File: src/rtl/std_fp_div_pkg.sv
// Shared types and sizing helpers for the iterative fixed-point divider.
package std_fp_div_pkg;

    typedef enum logic [1:0] {
        IDLE = 2'd0,
        RUN  = 2'd1,
        FIX  = 2'd2,
        DONE = 2'd3
    } state_e;

    // One restoring step per dividend bit; the dividend carries FRAC extra zero bits.
    function automatic int calc_iters(input int width, input int frac_width);
        return width + frac_width;
    endfunction

    function automatic int calc_cnt_w(input int width, input int frac_width);
        return $clog2(calc_iters(width, frac_width) + 1);
    endfunction

    localparam int DEF_ITERS = calc_iters(8, 4);
    localparam int DEF_CNT_W = $clog2(DEF_ITERS + 1);

endpackage

File: src/rtl/std_fp_div_step.sv
// One restoring-division step: shift in a dividend bit, trial-subtract the divisor.
module std_fp_div_step #(
    parameter int WIDTH = 8
) (
    input  logic [WIDTH:0]   rem_in,
    input  logic             dvd_bit,
    input  logic [WIDTH-1:0] divisor,
    output logic [WIDTH:0]   rem_out,
    output logic             q_bit
);

    logic [WIDTH+1:0] shifted;
    logic [WIDTH+1:0] trial;

    // Two guard bits: shifted stays below 2*divisor, so the MSB of trial is a clean sign.
    always_comb begin
        shifted = {rem_in, dvd_bit};
        trial   = shifted - {2'b00, divisor};
        q_bit   = ~trial[WIDTH+1];
        rem_out = q_bit ? trial[WIDTH:0] : shifted[WIDTH:0];
    end

endmodule

File: src/rtl/std_fp_div_iter.sv
// Iterative fixed-point divider, go/done handshake, one quotient bit per cycle.
module std_fp_div_iter
    import std_fp_div_pkg::*;
#(
    parameter int WIDTH      = 8,
    parameter int INT_WIDTH  = 4,
    parameter int FRAC_WIDTH = 4,
    parameter int SIGNED     = 1
) (
    input  logic             clk,
    input  logic             reset,
    input  logic             go,
    input  logic [WIDTH-1:0] left,
    input  logic [WIDTH-1:0] right,
    output logic [WIDTH-1:0] out_quotient,
    output logic [WIDTH-1:0] out_remainder,
    output logic             done
);

    localparam int ITERS = calc_iters(WIDTH, FRAC_WIDTH);
    localparam int CNT_W = calc_cnt_w(WIDTH, FRAC_WIDTH);

    state_e               state_q, state_d;
    logic [CNT_W-1:0]     cnt_q, cnt_d;
    logic [ITERS-1:0]     dvd_q, dvd_d;
    logic [WIDTH:0]       rem_q, rem_d;
    logic [WIDTH-1:0]     dsr_q, dsr_d;
    logic [WIDTH-1:0]     left_q, left_d;
    logic                 sl_q, sl_d;
    logic                 sr_q, sr_d;
    logic                 dz_q, dz_d;
    logic [WIDTH-1:0]     out_quotient_q, out_quotient_d;
    logic [WIDTH-1:0]     out_remainder_q, out_remainder_d;
    logic                 done_q, done_d;

    logic                 left_neg, right_neg;
    logic [WIDTH-1:0]     left_mag, right_mag;
    logic [WIDTH-1:0]     q_mag, r_mag;
    logic [WIDTH:0]       step_rem;
    logic                 step_q;

    std_fp_div_step #(.WIDTH(WIDTH)) u_step (
        .rem_in  (rem_q),
        .dvd_bit (dvd_q[ITERS-1]),
        .divisor (dsr_q),
        .rem_out (step_rem),
        .q_bit   (step_q)
    );

    // The most-negative operand negates to itself, which reads correctly as unsigned.
    always_comb begin
        left_neg  = (SIGNED != 0) && left[WIDTH-1];
        right_neg = (SIGNED != 0) && right[WIDTH-1];
        left_mag  = left_neg  ? (~left  + WIDTH'(1)) : left;
        right_mag = right_neg ? (~right + WIDTH'(1)) : right;
        q_mag     = dvd_q[WIDTH-1:0];
        r_mag     = rem_q[WIDTH-1:0];
    end

    always_comb begin
        state_d         = state_q;
        cnt_d           = cnt_q;
        dvd_d           = dvd_q;
        rem_d           = rem_q;
        dsr_d           = dsr_q;
        left_d          = left_q;
        sl_d            = sl_q;
        sr_d            = sr_q;
        dz_d            = dz_q;
        out_quotient_d  = out_quotient_q;
        out_remainder_d = out_remainder_q;
        done_d          = 1'b0;
        case (state_q)
            IDLE: begin
                if (go) begin
                    sl_d    = left_neg;
                    sr_d    = right_neg;
                    dz_d    = (right == '0);
                    left_d  = left;
                    dsr_d   = right_mag;
                    dvd_d   = {left_mag, {FRAC_WIDTH{1'b0}}};
                    rem_d   = '0;
                    cnt_d   = CNT_W'(ITERS);
                    state_d = RUN;
                end
            end
            RUN: begin
                if (!go) begin
                    state_d = IDLE;
                end else begin
                    // The dividend register doubles as the quotient shift register.
                    dvd_d = {dvd_q[ITERS-2:0], step_q};
                    rem_d = step_rem;
                    cnt_d = cnt_q - CNT_W'(1);
                    if (cnt_q == CNT_W'(1)) state_d = FIX;
                end
            end
            FIX: begin
                if (!go) begin
                    state_d = IDLE;
                end else begin
                    if (dz_q) begin
                        out_quotient_d  = '1;
                        out_remainder_d = left_q;
                    end else begin
                        out_quotient_d  = (sl_q ^ sr_q) ? (~q_mag + WIDTH'(1)) : q_mag;
                        out_remainder_d = sl_q ? (~r_mag + WIDTH'(1)) : r_mag;
                    end
                    done_d  = 1'b1;
                    state_d = DONE;
                end
            end
            DONE: begin
                state_d = IDLE;
            end
            default: state_d = IDLE;
        endcase
    end

    always_ff @(posedge clk) begin
        if (reset) begin
            state_q         <= IDLE;
            cnt_q           <= '0;
            dvd_q           <= '0;
            rem_q           <= '0;
            dsr_q           <= '0;
            left_q          <= '0;
            sl_q            <= 1'b0;
            sr_q            <= 1'b0;
            dz_q            <= 1'b0;
            out_quotient_q  <= '0;
            out_remainder_q <= '0;
            done_q          <= 1'b0;
        end else begin
            state_q         <= state_d;
            cnt_q           <= cnt_d;
            dvd_q           <= dvd_d;
            rem_q           <= rem_d;
            dsr_q           <= dsr_d;
            left_q          <= left_d;
            sl_q            <= sl_d;
            sr_q            <= sr_d;
            dz_q            <= dz_d;
            out_quotient_q  <= out_quotient_d;
            out_remainder_q <= out_remainder_d;
            done_q          <= done_d;
        end
    end

    assign out_quotient  = out_quotient_q;
    assign out_remainder = out_remainder_q;
    assign done          = done_q;

endmodule
File: config.mk
export PLATFORM = sky130hd
export DESIGN_NAME = std_fp_div_iter
export DESIGN_NICKNAME = d
export VERILOG_FILES = /design/src/rtl/std_fp_div_pkg.sv /design/src/rtl/std_fp_div_step.sv /design/src/rtl/std_fp_div_iter.sv
export SDC_FILE = /design/constraint.sdc
export NUM_CORES = 1
export LEC_CHECK = 0
export BUFFER_PORTS_ARGS = -buffer_cell sky130_fd_sc_hd__buf_2
export CORE_MARGIN = 2
export CORE_UTILIZATION = 30
export DETAILED_ROUTE_END_ITERATION = 10
export PLACE_DENSITY = 0.47
export SYNTH_ARGS = -nofsm -noshare
export SYNTH_HDL_FRONTEND = slang
export SYNTH_SLANG_ARGS = --single-unit
File: constraint.sdc
create_clock -name clk -period 2.82 [get_ports clk]
set_input_delay 0.564 -clock clk [delete_from_list [all_inputs] [get_ports clk]]
set_output_delay 0.564 -clock clk [all_outputs]
set_load 0.03 [all_outputs]
== After elaboration in Yosys (flattened, before gate mapping) ==
Index checks and enable logic that the tools add are counted.

* Add/subtract/negate cells: 6
* Eq/ne operators: 7
* Muxes and demuxes: 22
* Bitwise gates (word level): 7
* Reduce and logical (&&, ||, !) cells: 8

{| class="wikitable"
|+ Operators with widths
! kind !! number
|-
| 2-to-1 mux 8 bit || 6
|-
| adder 8 x 1 -> 8 bit, second input constant || 4
|-
| NOT 8 bit || 4
|-
| 2-to-1 mux 9 bit || 3
|-
| 2-to-1 mux 12 bit || 2
|-
| one-hot mux 12 bit (2 select lines) || 1
|-
| one-hot mux 9 bit (2 select lines) || 1
|-
| subtractor 10 x 8 -> 10 bit || 1
|-
| logical NOT 8 bit || 1
|-
| 2-to-1 mux 2 bit || 4
|-
| 2-to-1 mux 4 bit || 2
|-
| one-hot mux 2 bit (4 select lines) || 1
|-
| one-hot mux 4 bit (2 select lines) || 1
|-
| AND reduction 2 bit || 3
|-
| equality test 2 bit, second input constant || 2
|-
| equality test 4 x 1 -> 1 bit, second input constant || 1
|-
| != test 2 bit, second input constant || 2
|-
| subtractor 4 x 1 -> 4 bit, second input constant || 1
|-
| != test 3 bit, second input constant || 1
|-
| AND reduction 3 bit || 1
|-
| equality test 2 x 1 -> 1 bit, second input constant || 1
|-
| logical NOT 2 bit || 1
|-
| NOT 1 bit || 2
|-
| nonzero test 2 bit || 1
|-
| 3 further kinds || 3
|}

* Bits in registers: 63

== Logic depth before layout (Yosys ltp) ==
Gate-level depths: netlist (run 1).

* Word-level depth: 5
* Depth in mapped cells: 10
* Mapped depth without buffers: 10

== Hierarchy ==
A second synthesis (run 1) with hierarchy kept.

* Cell total of the unflattened synthesis: 454
* Area, all modules: 3611.0 sq um

{| class="wikitable"
|+ Modules (own cells, without submodules)
! module !! instances !! cells an instance !! area an instance (sq um) !! sequential area each (sq um)
|-
| std_fp_div_iter || 1 || 382 || 3045.4 || 1241.2
|-
| std_fp_div_step || 1 || 72 || 565.5 || 0.0
|}

== Worst setup path after synthesis (run 1) ==
OpenSTA, ideal clock, no wires.

* Path type: reg-to-reg
* Start point: register dvd_q[11]
* End point: register rem_q[8]
* Arrival time: 1.855 ns
* Setup slack: 0.843 ns
* Stages on the path, launching flop included: 10
* Cells stage by stage: dfxtp_1 -> inv_1 -> ha_1 -> inv_1 -> fa_1 -> a211oi_1 -> nor2_1 -> a221o_1 -> a32oi_1 -> nand3_1

* Word-level cells in the longest chain between the ends: 4

{| class="wikitable"
|+ RTL lines
! item !! line !! text
|-
| start, declared || std_fp_div_iter.sv:25 || <nowiki>logic [ITERS-1:0] dvd_q, dvd_d;</nowiki>
|-
| start signal, assigned || std_fp_div_iter.sv:137 || <nowiki>dvd_q <= dvd_d;</nowiki>
|-
| subtractor 10 x 8 -> 10 bit || std_fp_div_step.sv:18 || <nowiki>trial = shifted - {2'b00, divisor};</nowiki>
|-
| 2-to-1 mux 9 bit || std_fp_div_step.sv:20 || <nowiki>rem_out = q_bit ? trial[WIDTH:0] : shifted[WIDTH:0];</nowiki>
|-
| 2-to-1 mux 9 bit || std_fp_div_iter.sv:88 || <nowiki>if (!go) begin</nowiki>
|-
| one-hot mux 9 bit (2 select lines) || std_fp_div_iter.sv:73 || <nowiki>case (state_q)</nowiki>
|-
| end signal, assigned || std_fp_div_iter.sv:138 || <nowiki>rem_q <= rem_d;</nowiki>
|-
| end, declared || std_fp_div_iter.sv:26 || <nowiki>logic [WIDTH:0] rem_q, rem_d;</nowiki>
|}

Every way passes these cells. The select of a mux whose other input is x is not followed.
A chain may end at the register's enable or synchronous reset.

== Final worst setup path (run 1) ==
* Start point: register rem_q[4]
* End point: register rem_q[0]

* Word-level cells in the longest chain between the ends: 4

{| class="wikitable"
|+ RTL lines
! item !! line
|-
| subtractor 10 x 8 -> 10 bit || std_fp_div_step.sv:18
|-
| 2-to-1 mux 9 bit || std_fp_div_step.sv:20
|-
| 2-to-1 mux 9 bit || std_fp_div_iter.sv:88
|-
| one-hot mux 9 bit (2 select lines) || std_fp_div_iter.sv:73
|}

Every way passes these cells. The select of a mux whose other input is x is not followed.

==> results of run 1 <==
## report_power, final
group / leakage (nW) / internal (mW) / switching [mW] / total [mW]
clock network: 0.157 / 0.795 / 0.391 / 1.19
logic: 0.879 / 0.148 / 0.198 / 0.345
registers: 0.505 / 0.910 / 0.0365 / 0.946
## worst max-delay path, cell delays in order, from the launching register on
cell and delay, ps:
dfxtp_1 400, ha_1 440, nand3_1 100, o221ai_1 200
a31oi_2 80, xnor2_2 610, mux2i_1 160, a22o_2 240
## logic make-up (layout without fill, tap and decap cells)
logic type	after synthesis	in the layout
AOI/OAI and AO/OA	109	109
DFF	62	62
xor gates and xnor gates	27	27
buffers and inverters	46	78
and+or+nand+nor	161	161
muxes	8	8
adders and majority gates	15	15
## flip-flops by register name (all words and copies together) (netlist names)
signal         cells
cnt_q              4
out_quotient       8
rem_q              9
left_q             8
dz_q               1
sr_q               1
state_q            2
done               1
dsr_q              8
dvd_q             12
out_remainder      8
## metal layers
layer	up-vias	part of all wire
li1	1544	-
met2	65	0.43
met3	5	0.052
met4	0	0.0098
met1	1379	0.51
met5	-	0
## cells in the final DEF, fill, tap and decap left out, drive strengths merged, types with 3 or more instances in the layout
cell / n
a211oi: 17
a21o: 3
a21oi: 36
buf: 40
clkbuf: 12
dfxtp: 62
ha: 14
inv: 22
mux2i: 8
nand2: 68
nand2b: 7
nand3: 13
nor2: 42
nor2b: 3
nor3: 11
nor4: 3
o211ai: 4
o21ai: 19
o221ai: 6
o31ai: 6
xnor2: 22
xor2: 5
## worst paths after layout
kind / endpoint / depth (start not counted)
max: rem_q[0] / 7
min: out_remainder[2] / 2
max reg2reg: rem_q[0] / 7
min reg2reg: out_remainder[2] / 2
## layout make-up
class | count | area [um^2] | area share
multi-input combinational | 320 | 1958 | 0.4912
sequential | 62 | 1241 | 0.3114
clock buffer | 12 | 246.5 | 0.06183
timing repair buffer | 40 | 212.7 | 0.05336
tap | 140 | 175.2 | 0.04394
inverter | 22 | 82.58 | 0.02072
clock inverter | 4 | 70.07 | 0.01758
## per-stage QoR
stage / utilization / hold WS, ps / worst slack (ps)
detailed placement: 0.3341 / 445.3 / 447.1
global placement: 0.3341 / 442.2 / 476.0
global route: 0.3630 / 475.9 / 294.9
CTS: 0.3630 / 452.7 / 450.5
finish: 0.3630 / 450.0 / 467.6
floorplan: - / 431.2 / 842.5
==> out/results.ini, run 1 <==
[outcome]
status = finished clean

[grt]
antenna_found_initial = 0
grt_use_met3 = 0.03499
grt_pass1_wl_um = 13900
grt_max_degree = 51
grt.busiest_layer = met2
overflow = 0
grt_util_met1 = 0.1955
grt.total_usage = 0.1391
grt.met2_usage = 0.2061
grt_pass1_vias = 2729

[routing]
drtIter0Drc = 178
first_pass_iters = 4
final_antenna_net_count = 0
via_count = 2993
postRouteWirelength_um = 8492
drcViolationCount = 0
routedWlPerCell_um = 14.15
viasPerCell = 4.988

[cts]
clock-sinks = 62
htreeDepth = 3
clk_latency_ps = 330
cts_root_buffer = clkbuf_16
post_cts_resized = 0
cts_setup_buffers = 0
clk_pin_slew_worst_paths_ps = 50
clock_path_buffers = 2
cts_tree = done
cts_buffers = 9
cts_hold_buf = 0

[sta]
rsz0062_at_grt = no
fin_crit_ps = 2352
setup_viol = 0
fin_skew_ps = 9.021
final-hold-violation-count = 0
fin_crit_sh = 0.8342
tightest_slew_ps = 764.1
tns_ps = 0
finalMaxSlewViolations = 0
slew_headroom = 0.4881
max_freq_mhz = 425.1

[setup_path]
cp.required_ps = 3040
r2r_start = rem_q[4]
crit_arrival_ps = 2570
rrSetupSlack_ps = 470
startpoint = rem_q[4]
worst_setup_path_start_kind = flip-flop
worst-setup-path-type = flip-flop to flip-flop
cp_max_fo = 13
end_kind = flip-flop

[floorplan]
die_area_um2 = 12260
start_util = 0.3110
die-width_um = 110.7
die_h_um = 110.7
placementRows = 38
core_area_um2 = 10980
io-pin-count = 36

[yosys]
synth_seq_cells = 62
yosysSeqAreaShare = 0.3634
synth_top_area_frac = 0.3634
synth_compound_area_frac = 0.2117
synth_top_family_by_area = compound AO/OA/AOI/OAI gates
synth_area_leaders = dfxtp_1, nand2_1, xnor2_1
synthMuxAreaShare = 0.02344
async_reset_ff_frac = 0
synth_top_cell_by_area = dfxtp_1
yosys-top-cells-count = nand2_1, dfxtp_1, nor2_1
syn_inst = 428
synth-simple-area-share = 0.2095
syn-num-nets = 462
synthAdderAreaFrac = 0.05714
yosysMostFrequentCell = nand2_1
synth_xor_xnor_area_share = 0.07143
synth_cell_types = 53
ys.flop_type = dfxtp_1
syn_avg_cell_area_um2 = 7.981
synth_edf_count = 0
synth_area_um2 = 3416
synth-warning-count = 0

[pwr]
ir_worst_vdd_mv = 0.2763
power_mw = 2.478
p_leak_nw = 1.541
power_density_nw_per_um2 = 621.5

[worst_hold_path]
min_path_type = flip-flop to flip-flop
min_from = out_remainder[2]

[final_layout]
diodes = 0
drive_gt1_frac = 0.1348
fin_area_um2 = 3986
final-instance-count-excl-fill = 600
nNetsFinal = 489
area_growth_pct = 16.70
nFillCells = 1171

[placed_design]
routabilityCongestion = 0.7942
place_inst = 584
place_area_um2 = 3670
io_buffers = 35
dp_hpwl_um = 6257

[job]
max-cap-violations = 0

(Power assumes the default switching activity.)
==> run 2: changes to the inputs <==
PLACE_DENSITY = 0.49   (was 0.47)
clock period = 1.95 ns   (was 2.82 ns; I/O delays follow)
==> out/results.ini, run 2 (same netlist as run 1, synthesis figures left out) <==
[outcome]
status = finished clean

[setup_path]
end_kind = flip-flop
worst_setup_path_start_kind = flip-flop
crit_arrival_ps = 2110
worst-setup-path-type = flip-flop to flip-flop
cp.required_ps = 2150
cp_max_fo = 5

[routing]
via_count = 3122
postRouteWirelength_um = 8943
final_antenna_net_count = 0
drcViolationCount = 0
viasPerCell = 4.871
drtIter0Drc = 103
routedWlPerCell_um = 13.95
first_pass_iters = 4

[grt]
grt.busiest_layer = met2
grt_pass1_vias = 2994
grt.total_usage = 0.1469
overflow = 0
grt.met2_usage = 0.2339
grt_pass1_wl_um = 14740
grt_use_met3 = 0.02570
grt_util_met1 = 0.2031
antenna_found_initial = 0
grt_max_degree = 34

[sta]
final-hold-violation-count = 0
holdWs_ps = 331.4
max_freq_mhz = 523.2
rsz0062_at_grt = yes
tightest_slew_ps = 693.2
fin_skew_ps = 5.793
finalMaxSlewViolations = 0
slew_headroom = 0.5372
setup_viol = 0
tns_ps = 0
fin_crit_sh = 0.9802
fin_crit_ps = 1911

[pwr]
seqPwrFrac = 0.376
p_leak_nw = 1.749
p_sw_frac = 0.2668
p_int_mw = 2.655
p_comb_frac = 0.195
power_mw = 3.621
power.share.clock = 0.429
switching_power_mw = 0.9663
ir_worst_vdd_mv = 0.3907
power_density_nw_per_um2 = 813.5

[final_layout]
layout_common_cells = nand2_1, dfxtp_1, nor2_1, buf_4, buf_2
largest_register_ffs = 12
drive_gt1_frac = 0.2475
nNetsFinal = 530
regMostFlops = dvd_q
mostFrequentLayoutCell = nand2_1
area_growth_pct = 30.33
diodes = 0
reg.largest.list = dvd_q: 12 flops, rem_q: 9 flops
utilization = 0.4053

[floorplan]
die_area_um2 = 12260
placementRows = 38
die_h_um = 110.7
die-width_um = 110.7
core_area_um2 = 10980
io-pin-count = 36
start_util = 0.3110

[placed_design]
io_buffers = 35
routabilityCongestion = 0.7816
dp_hpwl_um = 6679

[cts]
clock-sinks = 62
cts_root_buffer = clkbuf_16
clk_latency_ps = 320
htreeDepth = 3
cts_buffers = 9
clk_pin_slew_worst_paths_ps = 50
clock_path_buffers = 2
cts_tree = done

[job]
max-cap-violations = 0

[worst_hold_path]
min_path_type = input pin to flip-flop

run 2: cell count changes in the layout (fill, tap and decap cells not counted), sizes merged:
cell / delta
buf: +40
bufinv: -1
xnor2: +1
clkinvlp: +1
run 2: routing by layer:
layer / part of all wire / wire length (um)
met3: 0.039 / 347
met5: 0 / 0
met4: 0.013 / 113
met2: 0.45 / 4003
met1: 0.50 / 4478
run 2: cell type report:
cell class,count,area [um^2]
inverter,22,82.58
timing repair buffer,80,533.0
clock inverter,4,47.55
multi-input combinational,321,2127
fill,1116,6531
tap,140,175.2
clock buffer,12,236.5
sequential,62,1250
run 2: through the flow:
stage               cell area (um^2)  setup WS (ps)  instances
floorplan                       3421          22.17        428
global placement                3965         -207.0        621
detailed placement              3965         -291.6        621
CTS                             4333         -27.60        641
global route                    4452         -38.33        641
finish                          4452          38.53        641
run 2: power by group through the flow:
stage	combinational (mW)	sequential (mW)	clock, mW
2_1_floorplan	0.408	1.37	0
3_3_place_gp	0.583	1.38	0
3_5_place_dp	0.591	1.38	0
4_1_cts	0.673	1.36	1.58
5_1_grt	0.774	1.37	1.64
6_report	0.706	1.36	1.55
run 2: final timing paths:
path / cells past startpoint / endpoint / start / slack (ps)
hold / removal: 3 / left_q[1] / left[1] / 330
setup / recovery: 7 / rem_q[8] / rem_q[4] / 40
hold reg to reg: 2 / out_remainder[5] / out_remainder[5] / 450
setup reg to reg: 7 / rem_q[8] / rem_q[4] / 40
run 2: worst max-delay path, stage by stage, from the launching register on:
cell and delay [ps]:
dfxtp_1 410, ha_4 240, buf_4 150, a21o_1 180
a21o_1 180, a221o_1 360, a32oi_1 180, nand3_1 100
run 2: repair_timing:
item                                   4_1_cts  5_1_grt
pin swaps                                    4        9
gates cloned                                 1        0
hold buffers                                 0        0
setup endpoints to repair                   10       12
gates resized for setup                      7       26
endpoints found under the hold margin        0        0
setup buffers                                3        0
==> run 3: changes to the inputs <==
--- a/config.mk
+++ b/config.mk
@@ -11,3 +11,3 @@
 export DETAILED_ROUTE_END_ITERATION = 10
-export PLACE_DENSITY = 0.49
+export PLACE_DENSITY_LB_ADDON = 0.25
 export SYNTH_ARGS = -nofsm -noshare
--- a/constraint.sdc
+++ b/constraint.sdc
@@ -3,2 +3,2 @@
 set_output_delay 0.39 -clock clk [all_outputs]
-set_load 0.03 [all_outputs]
+set_load 0.02 [all_outputs]
==> out/results.ini, run 3 (same netlist as run 1, synthesis figures left out) <==
[routing]
drcViolationCount = 0
final_antenna_net_count = 0
postRouteWirelength_um = 8695
routedWlPerCell_um = 13.46
via_count = 3208
viasPerCell = 4.966
drtIter0Drc = 123
first_pass_iters = 5

[setup_path]
worst_setup_path_start_kind = flip-flop
slowest_stage = fa_2
path_cells = inv_2 -> ha_4 -> inv_2 -> fa_2 -> a211oi_2 -> nor2_1 -> a221o_1 -> a32oi_1 -> nand3_1
r2r_start = dvd_q[11]
crit_path_frequent_cell = inv_2
startpoint = dvd_q[11]
end_kind = flip-flop
worst-setup-path-type = flip-flop to flip-flop
cp.required_ps = 2160
crit_arrival_ps = 2110
cp_max_fo = 2
worstRegToRegCells = 9
cpPeakStageDelay_ps = 340

[sta]
fin_crit_ps = 1906
rsz0062_at_grt = yes
slew_headroom = 0.5882
tns_ps = 0
setup_viol = 0
fin_crit_sh = 0.9774
finalMaxSlewViolations = 0
tightest_slew_ps = 615.5
fin_skew_ps = 5.724
max_freq_mhz = 524.7
setup_ws_ps = 43.97
final-hold-violation-count = 0
holdWs_ps = 319.8

[worst_hold_path]
worstHoldPathCells = 3
min_from = left[1]
min_path_type = input pin to flip-flop

[cts]
cts_hold_buf = 0
clock_path_buffers = 2
clock-sinks = 62
cts_root_buffer = clkbuf_16
htreeDepth = 3
clk_latency_ps = 320
cts_buffers = 9
cts_tree = done
clk_pin_slew_worst_paths_ps = 60

[floorplan]
core_area_um2 = 10980
placementRows = 38
io-pin-count = 36
die-width_um = 110.7
die_area_um2 = 12260
start_util = 0.3110
die_h_um = 110.7

[pwr]
seqPwrFrac = 0.370
p_leak_nw = 1.771
power_density_nw_per_um2 = 818.2
p_int_mw = 2.700
switching_power_mw = 0.9635
power.share.clock = 0.447
p_comb_frac = 0.183
ir_worst_vdd_mv = 0.3318
p_sw_frac = 0.2630

[outcome]
status = finished clean

[final_layout]
layout_common_cells = nand2_1, dfxtp_1, buf_4
regMostFlops = dvd_q
nFillCells = 1116
area_growth_pct = 31.10
utilization = 0.4077
mostFrequentLayoutCell = nand2_1
drive_gt1_frac = 0.2549
reg.largest.list = dvd_q: 12 flops, rem_q: 9 flops
largest_register_ffs = 12
final-instance-count-excl-fill = 646
nNetsFinal = 535
diodes = 0

[placed_design]
place_inst = 625
dp_hpwl_um = 6564
routabilityCongestion = 0.8194
io_buffers = 35
dp_slack_ps = -241.0

[job]
max-cap-violations = 0

[grt]
grt_max_degree = 29
overflow = 0
grt_pass1_wl_um = 14460
grt_pass1_vias = 2999
grt.total_usage = 0.1436
antenna_found_initial = 0

## run 3: cell count changes in the layout (fill, tap and decap cells not counted), moves of 2 or more
cell	before	now
buf_4	42	50
clkbuf_1	3	0
buf_6	2	0
inv_2	4	2
dfxtp_2	7	4
clkinvlp_4	1	3
inv_1	18	20
dfxtp_1	55	58
clkbuf_8	0	2
## run 3: critical path: cells and delay by family (launching register included)
family | cells | cell delay [ps]
compound gates | 3 | 740
fa+ha+maj | 2 | 470
flops | 1 | 310
simple gates | 2 | 180
buf+inv | 2 | 100
## run 3: power groups by stage
stage | Sequential [mW] | Clock [mW] | Combinational (mW)
final | 1.36 | 1.64 | 0.671
after global routing | 1.36 | 1.73 | 0.740
after CTS | 1.35 | 1.67 | 0.650
after detailed placement | 1.38 | 0 | 0.590
after global placement | 1.38 | 0 | 0.582
after floorplan | 1.37 | 0 | 0.408
## run 3: repair_timing
action,CTS,global route
hold endpoints to repair,0,0
gates cloned,1,0
setup buffers,2,2
resized for setup,11,12
pin swaps,4,7
endpoints found under the setup margin,10,11
## run 3: final cells by class
class | instances | area (um^2) | area share
clock buffers | 11 | 252.7 | 0.05644
clock inverters | 5 | 57.56 | 0.01285
well taps | 140 | 175.2 | 0.03912
multi-input cells | 321 | 2113 | 0.4719
flip-flops and latches | 62 | 1246 | 0.2783
repair buffers | 85 | 550.5 | 0.1229
inverters | 22 | 82.58 | 0.01844
## run 3: stage by stage
step / power [mW] / area [um^2]
6_report: 3.664 / 4478
5_1_grt: 3.833 / 4478
4_1_cts: 3.674 / 4372
3_5_place_dp: 1.969 / 3983
3_3_place_gp: 1.960 / 3983
2_1_floorplan: 1.779 / 3421
## run 3: final timing paths
path	end	slack (ps)
max	rem_q[8]	40
min	left_q[1]	320
max reg2reg	rem_q[8]	40
min reg2reg	out_remainder[2]	450
## run 3: per-layer routing
layer  global-route usage  share of wire  vias to the layer above
met4              0.06250          0.019                        0
met3              0.02351          0.043                       12
met5                    0              0                        -
met2               0.2225           0.44                       64
met1               0.1972           0.50                     1494
li1                     -              -                     1638
